## src/rtl/serial_sub_pkg.sv

```systemverilog
// Shared types and defaults for the bit-serial subtractor.
package serial_sub_pkg;
    localparam int DEFAULT_WIDTH = 8;

    typedef enum logic [1:0] {
        S_IDLE = 2'd0,
        S_RUN  = 2'd1,
        S_DONE = 2'd2
    } sub_state_e;
endpackage

```

## src/rtl/full_subtractor.sv

```systemverilog
// One-bit full subtractor cell: d = a - b - bin, with borrow out.
module full_subtractor (
    input  logic a,
    input  logic b,
    input  logic bin,
    output logic d,
    output logic bout
);
    assign d    = a ^ b ^ bin;
    assign bout = (~a & b) | (~(a ^ b) & bin);
endmodule

```

## src/rtl/serial_subtractor.sv

```systemverilog
// Bit-serial subtractor, LSB first, one bit per clock.
// Define SERIAL_SUB_OVERFLOW_EN to add the signed-overflow output ovf.
module serial_subtractor
    import serial_sub_pkg::*;
#(
    parameter int WIDTH = DEFAULT_WIDTH
) (
    input  logic             clk,
    input  logic             rst_n,
    input  logic             start,
    input  logic [WIDTH-1:0] a,
    input  logic [WIDTH-1:0] b,
    input  logic             bin,
    output logic             busy,
    output logic             done,
    output logic [WIDTH-1:0] diff,
    output logic             bout
`ifdef SERIAL_SUB_OVERFLOW_EN
    ,output logic            ovf
`endif
);
    localparam int CW = (WIDTH > 1) ? $clog2(WIDTH) : 1;
    localparam logic [CW-1:0] LAST = CW'(WIDTH - 1);

    sub_state_e       state_q, state_d;
    logic [CW-1:0]    cnt_q, cnt_d;
    logic [WIDTH-1:0] a_sr_q, a_sr_d;
    logic [WIDTH-1:0] b_sr_q, b_sr_d;
    logic [WIDTH-1:0] d_sr_q, d_sr_d;
    logic             brw_q, brw_d;
    logic [WIDTH-1:0] diff_q, diff_d;
    logic             bout_q, bout_d;
    logic             cell_d, cell_bout;

    full_subtractor u_cell (
        .a    (a_sr_q[0]),
        .b    (b_sr_q[0]),
        .bin  (brw_q),
        .d    (cell_d),
        .bout (cell_bout)
    );

`ifdef SERIAL_SUB_OVERFLOW_EN
    logic ovf_q, ovf_d;
`endif

    always_comb begin
        state_d = state_q;
        cnt_d   = cnt_q;
        a_sr_d  = a_sr_q;
        b_sr_d  = b_sr_q;
        d_sr_d  = d_sr_q;
        brw_d   = brw_q;
        diff_d  = diff_q;
        bout_d  = bout_q;
`ifdef SERIAL_SUB_OVERFLOW_EN
        ovf_d   = ovf_q;
`endif
        case (state_q)
            S_RUN: begin
                a_sr_d = a_sr_q >> 1;
                b_sr_d = b_sr_q >> 1;
                d_sr_d = {cell_d, d_sr_q[WIDTH-1:1]};
                brw_d  = cell_bout;
                cnt_d  = cnt_q + 1'b1;
                if (cnt_q == LAST) begin
                    state_d = S_DONE;
                    diff_d  = d_sr_d;
                    bout_d  = cell_bout;
`ifdef SERIAL_SUB_OVERFLOW_EN
                    // On the last bit the cell inputs are the operand MSBs.
                    ovf_d   = (a_sr_q[0] != b_sr_q[0]) && (cell_d != a_sr_q[0]);
`endif
                end
            end
            default: begin
                if (start) begin
                    state_d = S_RUN;
                    cnt_d   = '0;
                    a_sr_d  = a;
                    b_sr_d  = b;
                    brw_d   = bin;
                end else begin
                    state_d = S_IDLE;
                end
            end
        endcase
    end

    always_ff @(posedge clk or negedge rst_n) begin
        if (!rst_n) begin
            state_q <= S_IDLE;
            cnt_q   <= '0;
            a_sr_q  <= '0;
            b_sr_q  <= '0;
            d_sr_q  <= '0;
            brw_q   <= 1'b0;
            diff_q  <= '0;
            bout_q  <= 1'b0;
        end else begin
            state_q <= state_d;
            cnt_q   <= cnt_d;
            a_sr_q  <= a_sr_d;
            b_sr_q  <= b_sr_d;
            d_sr_q  <= d_sr_d;
            brw_q   <= brw_d;
            diff_q  <= diff_d;
            bout_q  <= bout_d;
        end
    end

`ifdef SERIAL_SUB_OVERFLOW_EN
    always_ff @(posedge clk or negedge rst_n) begin
        if (!rst_n) ovf_q <= 1'b0;
        else        ovf_q <= ovf_d;
    end
    assign ovf = ovf_q;
`endif

    assign busy = (state_q == S_RUN);
    assign done = (state_q == S_DONE);
    assign diff = diff_q;
    assign bout = bout_q;
endmodule

```

## config.mk

```make
export PLATFORM = sky130hd
export DESIGN_NAME = serial_subtractor
export DESIGN_NICKNAME = d
export VERILOG_FILES = /design/src/rtl/serial_sub_pkg.sv /design/src/rtl/full_subtractor.sv /design/src/rtl/serial_subtractor.sv
export SDC_FILE = /design/constraint.sdc
export NUM_CORES = 1
export LEC_CHECK = 0
export CAP_MARGIN = 10
export CORE_UTILIZATION = 45
export CTS_CLUSTER_DIAMETER = 80
export DETAILED_ROUTE_END_ITERATION = 6
export PLACE_DENSITY = 0.72
export SYNTH_ARGS = -nofsm -noshare
export SYNTH_HDL_FRONTEND = slang
export SYNTH_SLANG_ARGS = --single-unit
```

## constraint.sdc

```tcl
create_clock -name clk -period 1.7 [get_ports clk]
set_clock_uncertainty 0.15 [all_clocks]
set_input_delay 0.255 -clock clk [delete_from_list [all_inputs] [get_ports clk]]
set_output_delay 0.255 -clock clk [all_outputs]
set_load 0.05 [all_outputs]
```

=== Yosys cells after proc, flatten, opt, wreduce, memory -nomap -nowiden ===
Index checks and enable logic that the tools add are counted.
W data, S select, Z words.

* Input port bits: 20
* Register bits: 39
* Logic and storage cells: 33
* Output and inout bits: 11

* Reductions and logical operators: 2
* Multiplexer cells: 11
* Equal/unequal tests: 4
* Bitwise logic cells: 7
* $add $sub $neg: 1

{| class="wikitable"
|+ Operators with widths
! kind !! number
|-
| $mux W8 || 4
|-
| $mux W3 || 2
|-
| $mux W2 || 2
|-
| $add A3 B1 Y3 const B || 1
|-
| $eq A3 B3 Y1 const B || 1
|-
| $mux W1 || 3
|-
| $and A1 B1 Y1 || 2
|-
| $eq A2 B1 Y1 const B || 1
|-
| $eq A2 B2 Y1 const B || 1
|-
| $ne A2 B1 Y1 const B || 1
|-
| $not A1 Y1 || 2
|-
| $reduce_and A2 Y1 || 1
|-
| $reduce_bool A2 Y1 || 1
|-
| $xor A1 B1 Y1 || 2
|-
| $or A1 B1 Y1 || 1
|}

=== Depth between registers and ports, before layout ===
Gate-level depths: netlist (run 1).

* Depth in word-level cells: 5
* Depth in mapped cells: 5
* Depth with buffers taken out: 4

=== By module ===
A second synthesis (run 1) with hierarchy kept.

* Cell total of the unflattened synthesis: 112
* Area, all modules: 1,818.0 sq um

{| class="wikitable"
|+ Modules (own cells, without submodules)
! module !! area each (sq um) !! cells an instance !! times used
|-
| serial_subtractor || 1,786.7 || 108 || 1
|-
| full_subtractor || 31.3 || 4 || 1
|}

=== Worst setup path after synthesis (run 1) ===
No wires, ideal clock.

* Path type: reg2reg
* Start: reg state_q[1]
* End: reg d_sr_q[5]
* Data arrival time: 1.410 ns
* Path slack: 0.015 ns
* Buffers on the path: 1
* Stages on the path, launching flop included: 5
* Library setup time: 0.125 ns
* Clock period less this slack: 1.685 ns
* Cell sequence: dfrtp_1 -> nand2b_1 -> buf_4 -> inv_1 -> mux2_2

* Cells in the longest elaborated chain, start to end: 1

{| class="wikitable"
|+ RTL lines
! element !! line !! text
|-
| start, declared || serial_subtractor.sv:25 || <nowiki>sub_state_e state_q, state_d;</nowiki>
|-
| start signal, assigned || serial_subtractor.sv:101 || <nowiki>state_q <= state_d;</nowiki>
|-
| $eq A2 B1 Y1 || - ||
|-
| net busy || serial_subtractor.sv:14 || <nowiki>output logic busy,</nowiki>
|-
| end signal, assigned || serial_subtractor.sv:105 || <nowiki>d_sr_q <= d_sr_d;</nowiki>
|-
| end, declared || serial_subtractor.sv:29 || <nowiki>logic [WIDTH-1:0] d_sr_q, d_sr_d;</nowiki>
|}

The timed path passes the listed nets, and every way through them passes these cells.
A chain may end at the register's enable or synchronous reset.

=== Final worst setup path (run 1) ===
* Start: reg cnt_q[0]
* End: reg diff_q[5] (netlist: diff[5])

* Cells in the longest elaborated chain, start to end: 2

{| class="wikitable"
|+ RTL lines
! element !! line !! text
|-
| start, declared || serial_subtractor.sv:26 || <nowiki>logic [CW-1:0] cnt_q, cnt_d;</nowiki>
|-
| start signal, assigned || serial_subtractor.sv:102 || <nowiki>cnt_q <= cnt_d;</nowiki>
|-
| $eq A3 B3 Y1 || serial_subtractor.sv:66 || <nowiki>if (cnt_q == LAST) begin</nowiki>
|-
| $reduce_and A2 Y1 (no source line) || - ||
|-
| end signal, assigned || serial_subtractor.sv:107 || <nowiki>diff_q <= diff_d;</nowiki>
|-
| end, declared || serial_subtractor.sv:31 || <nowiki>logic [WIDTH-1:0] diff_q, diff_d;</nowiki>
|}

Every way passes these cells.

==> results_tabular.tex, run 1 <==
\begin{tabular}{lr}
\hline
Metric & Value \\
\hline
\multicolumn{2}{l}{\textbf{Setup path}} \\
\quad R2R cell count & 6 \\
\quad Worst EP required & 1.72 ns \\
\quad Start of the worst register-to-register path & cnt\_q[0] \\
\quad Flop-to-flop setup slack & approximately 0.019 ns \\
\quad WP data arrival & between 1.5 and 2 ns \\
\quad Nature of the critical path startpoint & flop \\
\quad Largest fanout on the critical path & 5 \\
\quad Critical path capture point type & flop \\
\quad Category of the most critical setup path & reg -> reg \\
\quad Worst r2r dst & diff[5] \\
\multicolumn{2}{l}{\textbf{Timing}} \\
\quad Post-route setup slack & 0.0187 ns \\
\quad Final worst path period share & 0.989 \\
\quad Min cycle time layout & 1.68 ns \\
\quad Transition at the pin with the smallest max-transition slack & approximately 0.29 ns \\
\quad Number of max-slew violations in the final report & 0 \\
\quad Number of endpoints failing setup at the final stage & 0 \\
\quad Worst relative slew slack & 0.804 \\
\quad Final count of hold timing violations & 0 \\
\quad Minimum hold slack & just over 0.3 ns \\
\quad F\_max & a little under 600 MHz \\
\quad RSZ-0062 raised after global routing & true \\
\multicolumn{2}{l}{\textbf{Placement}} \\
\quad Cell area after placement & approximately 2200 um\^{}2 \\
\quad GPL Wtd Cong & roughly 0.67 \\
\quad Count of input and output buffers & 30 \\
\quad Worst-case setup slack after placement & -0.142 ns \\
\quad \# placed instances & $\sim$190 \\
\quad Half-perimeter wire length after placement & a little over 2 mm \\
\multicolumn{2}{l}{\textbf{Clock network}} \\
\quad Number of buffers inserted during clock tree synthesis & 5 \\
\quad CTS root buf & sky130\_fd\_sc\_hd\_\_clkbuf\_8 \\
\quad Clk sink count & 38 \\
\quad Clock buffer depth & 2 \\
\quad Clock tree from TritonCTS & done \\
\quad Clock network latency to the later pin of the worst-skew pair & between 0.2 and 0.3 ns \\
\quad CTS H-tree depth & 2 \\
\quad Post-CTS clock slew at the launch and capture registers of the worst setup and hold paths & approximately 0.08 ns \\
\multicolumn{2}{l}{\textbf{Job}} \\
\quad Max Cap Violations & 0 \\
\multicolumn{2}{l}{\textbf{Finish}} \\
\quad Utilization after layout & 0.630 \\
\quad Ratio of cells with drive above 1 in the final layout & 0.516 \\
\quad Signed area change from the synthesized netlist to the final layout & 31.4\% \\
\quad Antenna diode instance count & 0 \\
\quad Nets@finish & $\sim$180 \\
\quad Non-filler cells, final & 209 \\
\quad Final instance area & about 2400 um\^{}2 \\
\multicolumn{2}{l}{\textbf{Synthesis}} \\
\quad EDFF count, synth & 0 \\
\quad Fraction of synthesized cell area taken by the top area cell type & 0.526 \\
\quad Number of flip-flops and latches in the synthesized netlist & 38 \\
\quad Synthesized area divided by synthesized cell count & 16.2 um\^{}2 \\
\quad Yosys top cell by area & sky130\_fd\_sc\_hd\_\_dfrtp\_1 \\
\quad Cell count after synthesis & between 100 and 150 \\
\quad Cell with the most instances after synthesis & sky130\_fd\_sc\_hd\_\_dfrtp\_1 \\
\quad Portion of the post-synthesis area used by sequential elements & 0.526 \\
\quad Netlist cell types & 15 \\
\quad Most numerous cell types in the synthesized netlist & sky130\_fd\_sc\_hd\_\_dfrtp\_1, sky130\_fd\_sc\_hd\_\_mux2\_4, sky130\_fd\_sc\_hd\_\_mux2\_2 \\
\quad Leading cell types by total area after synthesis & sky130\_fd\_sc\_hd\_\_dfrtp\_1, sky130\_fd\_sc\_hd\_\_mux2\_4, sky130\_fd\_sc\_hd\_\_mux2\_2 \\
\quad Post-synthesis instance area & about 1800 um\^{}2 \\
\quad Total of warnings raised by yosys & 0 \\
\quad Synthesized Nets & 135 \\
\quad Most used flip-flop cell after synthesis & sky130\_fd\_sc\_hd\_\_dfrtp\_1 \\
\quad Synth async-reset ratio & 1.00 \\
\multicolumn{2}{l}{\textbf{Die}} \\
\quad Boundary pin count & 31 \\
\quad Effective utilization at floorplan & 0.480 \\
\quad Count of standard-cell rows & 22 \\
\quad Core Box Area & 3770 um\^{}2 \\
\quad Overall die width & $\sim$65 um \\
\quad Vertical extent of the die & 65.4 um \\
\quad Area of the die & about 4300 um\^{}2 \\
\multicolumn{2}{l}{\textbf{Drt}} \\
\quad Highest metal layer used by the detailed router & met4 \\
\quad DR iter-0 viols & 38 \\
\quad Iteration count of the initial detailed-routing pass & 2 \\
\quad Wire per inst & between 15 and 20 um \\
\quad Length of routed met3 wiring & 136 um \\
\quad Vias/cell & around 4.9 \\
\quad Via count of the routed design & 1017 \\
\quad Met1 wire length & $\sim$1.5 mm \\
\quad Total met2 wirelength after detailed routing & approximately 1.5 mm \\
\quad Final wirelength & between 3 and 4 mm \\
\quad Antenna violation net count after detailed routing & 0 \\
\quad Remaining DRCs & 0 \\
\multicolumn{2}{l}{\textbf{GRT}} \\
\quad First-pass GRT wire length & roughly 5.2 mm \\
\quad Largest net degree at the start of global routing & 39 \\
\quad Via count of the first global-routing pass & between 1000 and 1500 \\
\quad Number of antenna violations at the first check in global routing & 0 \\
\quad Overall overflow remaining after global route & 0 \\
\quad All-layer global routing usage & 0.169 \\
\multicolumn{2}{l}{\textbf{Power}} \\
\quad Leakage power & around 1.1 nW \\
\quad Cell area power density & 1850 nW/um\^{}2 \\
\quad Highest ir drop seen on vdd & 0.00116 V \\
\multicolumn{2}{l}{\textbf{Status}} \\
\quad Run status & completed \\
\multicolumn{2}{l}{\textbf{Worst hold path}} \\
\quad Worst min-delay path category & in -> async \\
\hline
\end{tabular}
through the flow:
step                      power (W)  TNS (ns)
after floorplan             0.00309         0
after global placement      0.00354     -1.46
after detailed placement    0.00364     -1.73
after CTS                   0.00439  -0.00880
after global routing        0.00465    -0.142
final                       0.00441         0
report_power, final:
group / switching, W / internal [W]
Sequential: 0.000236 / 0.00131
Combinational: 0.00101 / 0.00120
Clock: 0.000318 / 0.000326
critical path: stages (launching register included):
cell and delay [ns]:
sky130_fd_sc_hd__dfrtp_1 0.39, sky130_fd_sc_hd__ha_2 0.18, sky130_fd_sc_hd__ha_1 0.17, sky130_fd_sc_hd__nand3b_1 0.10, sky130_fd_sc_hd__buf_4 0.13, sky130_fd_sc_hd__buf_12 0.10
sky130_fd_sc_hd__mux2_2 0.33
per-layer routing:
layer,vias to the layer above,global-route usage
met2,22,0.263
met1,514,0.225
li1,477,-
met4,0,0.0571
met5,-,0
met3,4,0.0486
cell type report:
class	count	area [um^2]
Sequential cell	38	951
Timing Repair Buffer	47	468
Inverter	5	18.8
Clock inverter	2	12.5
Tap cell	48	60.1
Multi-Input combinational cell	63	785
Fill cell	283	1390
Clock buffer	6	82.6
cell families (layout without fill, tap and decap cells):
group,count (synthesis),after routing,share of synthesized area
AO/OA/AOI/OAI,1,1,0.00415
adder cells (fa/ha/maj),3,3,0.0249
buffers and inverters,11,60,0.0422
flip-flops,38,38,0.526
multiplexers,51,51,0.378
AND/OR/NAND/NOR,8,8,0.0256
cells in the final DEF, fill, tap and decap left out:
| master | Yosys | layout |
|---|---|---|
| sky130_fd_sc_hd__dfrtp_1 | 38 | 38 |
| sky130_fd_sc_hd__mux2_4 | 31 | 31 |
| sky130_fd_sc_hd__buf_4 | 1 | 22 |
| sky130_fd_sc_hd__clkdlybuf4s50_1 | 0 | 18 |
| sky130_fd_sc_hd__mux2_2 | 14 | 14 |
| sky130_fd_sc_hd__mux2i_1 | 6 | 6 |
| sky130_fd_sc_hd__clkbuf_8 | 0 | 6 |
| sky130_fd_sc_hd__inv_1 | 5 | 4 |
| sky130_fd_sc_hd__buf_12 | 0 | 4 |
| sky130_fd_sc_hd__nor2b_1 | 3 | 3 |
| sky130_fd_sc_hd__nand2b_1 | 2 | 2 |
| sky130_fd_sc_hd__nor2_1 | 2 | 2 |
| sky130_fd_sc_hd__inv_2 | 0 | 1 |
| sky130_fd_sc_hd__nand3b_1 | 1 | 1 |
| sky130_fd_sc_hd__o21a_1 | 1 | 1 |
| sky130_fd_sc_hd__fa_1 | 1 | 1 |
| sky130_fd_sc_hd__ha_2 | 0 | 1 |
| sky130_fd_sc_hd__ha_1 | 2 | 1 |
| sky130_fd_sc_hd__clkinvlp_4 | 0 | 1 |
| sky130_fd_sc_hd__clkinv_2 | 0 | 1 |
| sky130_fd_sc_hd__buf_16 | 0 | 1 |
| sky130_fd_sc_hd__dlygate4sd3_1 | 0 | 1 |
| sky130_fd_sc_hd__buf_2 | 1 | 1 |
registers in the layout, indices dropped and copies added (netlist names):
name     count
a_sr_q       8
b_sr_q       8
bout         1
brw_q        1
cnt_q        3
d_sr_q       7
diff         8
state_q      2
timing repair:
action                     CTS  global route
hold buffers                 1             0
pin swaps                    1             0
setup endpoints to repair    9             9
buffers inserted             3             4
gates cloned                 1             0
gates resized for setup      2             1
hold endpoints to repair    38             0
worst max path at each step:
stage                     slack [ns]         to  startpoint
after detailed placement       -0.14  b_sr_q[6]       start
final                           0.02    diff[5]    cnt_q[0]
after CTS                     -0.004    diff[2]    cnt_q[0]
after floorplan                 0.01  d_sr_q[5]  state_q[1]
after global routing           -0.03    diff[7]    cnt_q[0]
after global placement         -0.12  b_sr_q[5]       start
Power figures use the tool's default switching activity.
==> run 2, diff against run 1 <==
--- a/config.mk
+++ b/config.mk
@@ -6,6 +6,7 @@
 export NUM_CORES = 1
 export LEC_CHECK = 0
 export CAP_MARGIN = 10
+export CORE_MARGIN = 10
 export CORE_UTILIZATION = 45
 export CTS_CLUSTER_DIAMETER = 80
 export DETAILED_ROUTE_END_ITERATION = 6
==> run 2 against run 1 <==
Global-route usage decreased by 6.4 points. Worst hold slack improved by 0.050 ns. Fmax increased by 1.6%. Die area increased by 63%. Critical path type unchanged.
==> results_tabular.tex, run 2 (same netlist as run 1, synthesis figures left out) <==
\begin{tabular}{lr}
\hline
Metric & Value \\
\hline
\multicolumn{2}{l}{\textbf{Timing}} \\
\quad Number of endpoints failing setup at the final stage & 0 (unchanged) \\
\quad Transition at the pin with the smallest max-transition slack & 0.469 ns (was 0.295 ns) \\
\quad Number of max-slew violations in the final report & 0 (unchanged) \\
\quad Worst relative slew slack & 0.688 (was 0.804) \\
\quad Min cycle time layout & 1.66 ns (was 1.68 ns) \\
\quad F\_max & 604 MHz (was 595 MHz) \\
\quad Minimum hold slack & 0.359 ns (was 0.310 ns) \\
\quad Post-route setup slack & 0.0444 ns (was 0.0187 ns) \\
\quad Final count of hold timing violations & 0 (unchanged) \\
\quad RSZ-0062 raised after global routing & true (unchanged) \\
\quad Final worst path period share & 0.974 (was 0.989) \\
\multicolumn{2}{l}{\textbf{Worst hold path}} \\
\quad Startpoint of the lowest-slack hold path & diff[2] \\
\quad Worst min-delay path category & reg -> reg (was in -> async) \\
\multicolumn{2}{l}{\textbf{Die}} \\
\quad Effective utilization at floorplan & 0.480 (unchanged) \\
\quad Count of standard-cell rows & 22 (unchanged) \\
\quad Vertical extent of the die & 83.4 um (was 65.4 um) \\
\quad Area of the die & 6960 um\^{}2 (was 4280 um\^{}2) \\
\quad Boundary pin count & 31 (unchanged) \\
\quad Overall die width & 83.4 um (was 65.4 um) \\
\quad Core Box Area & 3770 um\^{}2 (unchanged) \\
\multicolumn{2}{l}{\textbf{Power}} \\
\quad Leakage power & 1.10 nW (was 1.15 nW) \\
\quad Highest ir drop seen on vdd & 0.000965 V (was 0.00116 V) \\
\quad Cell area power density & 1850 nW/um\^{}2 (about the same) \\
\multicolumn{2}{l}{\textbf{GRT}} \\
\quad All-layer global routing usage & 0.104 (was 0.169) \\
\quad Number of antenna violations at the first check in global routing & 0 (unchanged) \\
\quad Largest net degree at the start of global routing & 39 (unchanged) \\
\quad Overall overflow remaining after global route & 0 (unchanged) \\
\quad First-pass GRT wire length & 5.76 mm (was 5.24 mm) \\
\quad Via count of the first global-routing pass & 1155 (was 1105) \\
\multicolumn{2}{l}{\textbf{Placement}} \\
\quad Half-perimeter wire length after placement & 2.46 mm (was 2.07 mm) \\
\quad Count of input and output buffers & 30 (unchanged) \\
\quad Worst-case setup slack after placement & -0.115 ns (was -0.142 ns) \\
\quad Cell area after placement & 2160 um\^{}2 (was 2190 um\^{}2) \\
\quad GPL Wtd Cong & 0.770 (was 0.666) \\
\multicolumn{2}{l}{\textbf{Clock network}} \\
\quad Number of buffers inserted during clock tree synthesis & 5 (unchanged) \\
\quad Post-CTS clock slew at the launch and capture registers of the worst setup and hold paths & 0.06 ns (was 0.08 ns) \\
\quad Clk sink count & 38 (unchanged) \\
\quad CTS root buf & sky130\_fd\_sc\_hd\_\_clkbuf\_8 (unchanged) \\
\quad CTS H-tree depth & 2 (unchanged) \\
\quad Clock network latency to the later pin of the worst-skew pair & 0.29 ns (about the same) \\
\quad Clock buffer depth & 2 (unchanged) \\
\quad Clock tree from TritonCTS & done (unchanged) \\
\multicolumn{2}{l}{\textbf{Setup path}} \\
\quad Start of the worst register-to-register path & cnt\_q[0] (unchanged) \\
\quad Launch point of the worst path & cnt\_q[0] (unchanged) \\
\quad WP data arrival & 1.68 ns (was 1.70 ns) \\
\quad Largest fanout on the critical path & 10 (was 5) \\
\quad Critical path capture point type & flop (unchanged) \\
\quad Category of the most critical setup path & reg -> reg (unchanged) \\
\quad Worst EP required & 1.72 ns (about the same) \\
\quad Nature of the critical path startpoint & flop (unchanged) \\
\multicolumn{2}{l}{\textbf{Finish}} \\
\quad Fill count & 277 (was 283) \\
\quad Final instance area & 2280 um\^{}2 (was 2380 um\^{}2) \\
\quad Ratio of cells with drive above 1 in the final layout & 0.484 (was 0.516) \\
\quad Signed area change from the synthesized netlist to the final layout & 26.0\% (was 31.4\%) \\
\quad Antenna diode instance count & 0 (unchanged) \\
\quad Commonest non-fill, non-tap cell in the layout & sky130\_fd\_sc\_hd\_\_dfrtp\_1 (unchanged) \\
\quad Commonest non-fill, non-tap cells in the layout & sky130\_fd\_sc\_hd\_\_dfrtp\_1, sky130\_fd\_sc\_hd\_\_mux2\_4, sky130\_fd\_sc\_hd\_\_buf\_4 (unchanged) \\
\quad Nets@finish & 178 (was 183) \\
\multicolumn{2}{l}{\textbf{Drt}} \\
\quad Total met2 wirelength after detailed routing & 1.74 mm (was 1.53 mm) \\
\quad Vias/cell & 5.08 (was 4.87) \\
\quad Highest metal layer used by the detailed router & met4 (unchanged) \\
\quad DR iter-0 viols & 42 (was 38) \\
\quad Length of routed met3 wiring & 169 um (was 136 um) \\
\quad Remaining DRCs & 0 (unchanged) \\
\quad Met1 wire length & 1.39 mm (was 1.47 mm) \\
\quad Final wirelength & 3.39 mm (was 3.17 mm) \\
\quad Antenna violation net count after detailed routing & 0 (unchanged) \\
\quad Wire per inst & 16.7 um (was 15.2 um) \\
\quad Via count of the routed design & 1032 (was 1017) \\
\quad Iteration count of the initial detailed-routing pass & 4 (was 2) \\
\multicolumn{2}{l}{\textbf{Job}} \\
\quad Max Cap Violations & 0 (unchanged) \\
\multicolumn{2}{l}{\textbf{Status}} \\
\quad Run status & completed (unchanged) \\
\hline
\end{tabular}
[run 2: changes by cell type in the layout (fill, tap and decap cells not counted)]
cell / before / now
sky130_fd_sc_hd__buf_12: 4 / 2
sky130_fd_sc_hd__clkbuf_1: 0 / 2
sky130_fd_sc_hd__buf_6: 0 / 1
sky130_fd_sc_hd__clkbuf_8: 6 / 5
sky130_fd_sc_hd__buf_4: 22 / 19
sky130_fd_sc_hd__buf_16: 1 / 0
sky130_fd_sc_hd__clkinv_2: 1 / 0
sky130_fd_sc_hd__clkinvlp_4: 1 / 0
[run 2: per-stage QoR]
step / TNS (ns) / instances / total power, W / utilization
global placement: -1.12 / 192 / 0.00354 / 0.574
floorplan: 0 / 112 / 0.00309 / -
global route: -0.0166 / 203 / 0.00448 / 0.605
detailed placement: -1.28 / 192 / 0.00364 / 0.574
CTS: 0 / 201 / 0.00424 / 0.599
finish: 0 / 203 / 0.00421 / 0.605
[run 2: worst paths after layout]
kind	end	slack (ns)	depth (start not counted)
max in group asynchronous	d_sr_q[5]	0.68	3
hold / removal	diff[2]	0.36	1
min in group asynchronous	a_sr_q[4]	0.38	3
hold reg to reg	diff[2]	0.36	1
setup reg to reg	diff[7]	0.04	5
setup / recovery	diff[7]	0.04	5
[run 2: cell type report]
type	instances	area [um^2]	share of cell area
clock buffer	7	76.3	0.0335
inverter	5	18.8	0.00823
multi-input combinational	63	785	0.344
sequential	38	951	0.417
tap	48	60.1	0.0263
timing repair buffer	42	389	0.171
[run 2: worst max-delay path, cell delays in order, from the launching register on]
cell,delay (ns)
sky130_fd_sc_hd__dfrtp_1,0.40
sky130_fd_sc_hd__ha_2,0.18
sky130_fd_sc_hd__ha_1,0.17
sky130_fd_sc_hd__nand3b_1,0.15
sky130_fd_sc_hd__buf_12,0.16
sky130_fd_sc_hd__mux2_2,0.33
[run 2: routing by layer]
layer,track usage,up-vias
met5,0,-
li1,-,473
met3,0.0332,7
met1,0.120,530
met4,0.0738,0
met2,0.160,22
[run 2: report_power, final]
group | internal, W | leakage (nW) | total (W) | switching, W
combinational | 0.00111 | 0.591 | 0.00211 | 0.000991
clock | 0.000282 | 0.0383 | 0.000561 | 0.000280
sequential | 0.00131 | 0.470 | 0.00155 | 0.000233
[run 2: timing repair]
item / in CTS / in global routing
hold buffers: 1 / 0
setup buffers: 1 / 2
resized for setup: 1 / 2
hold endpoints to repair: 38 / 0
endpoints found under the setup margin: 3 / 9
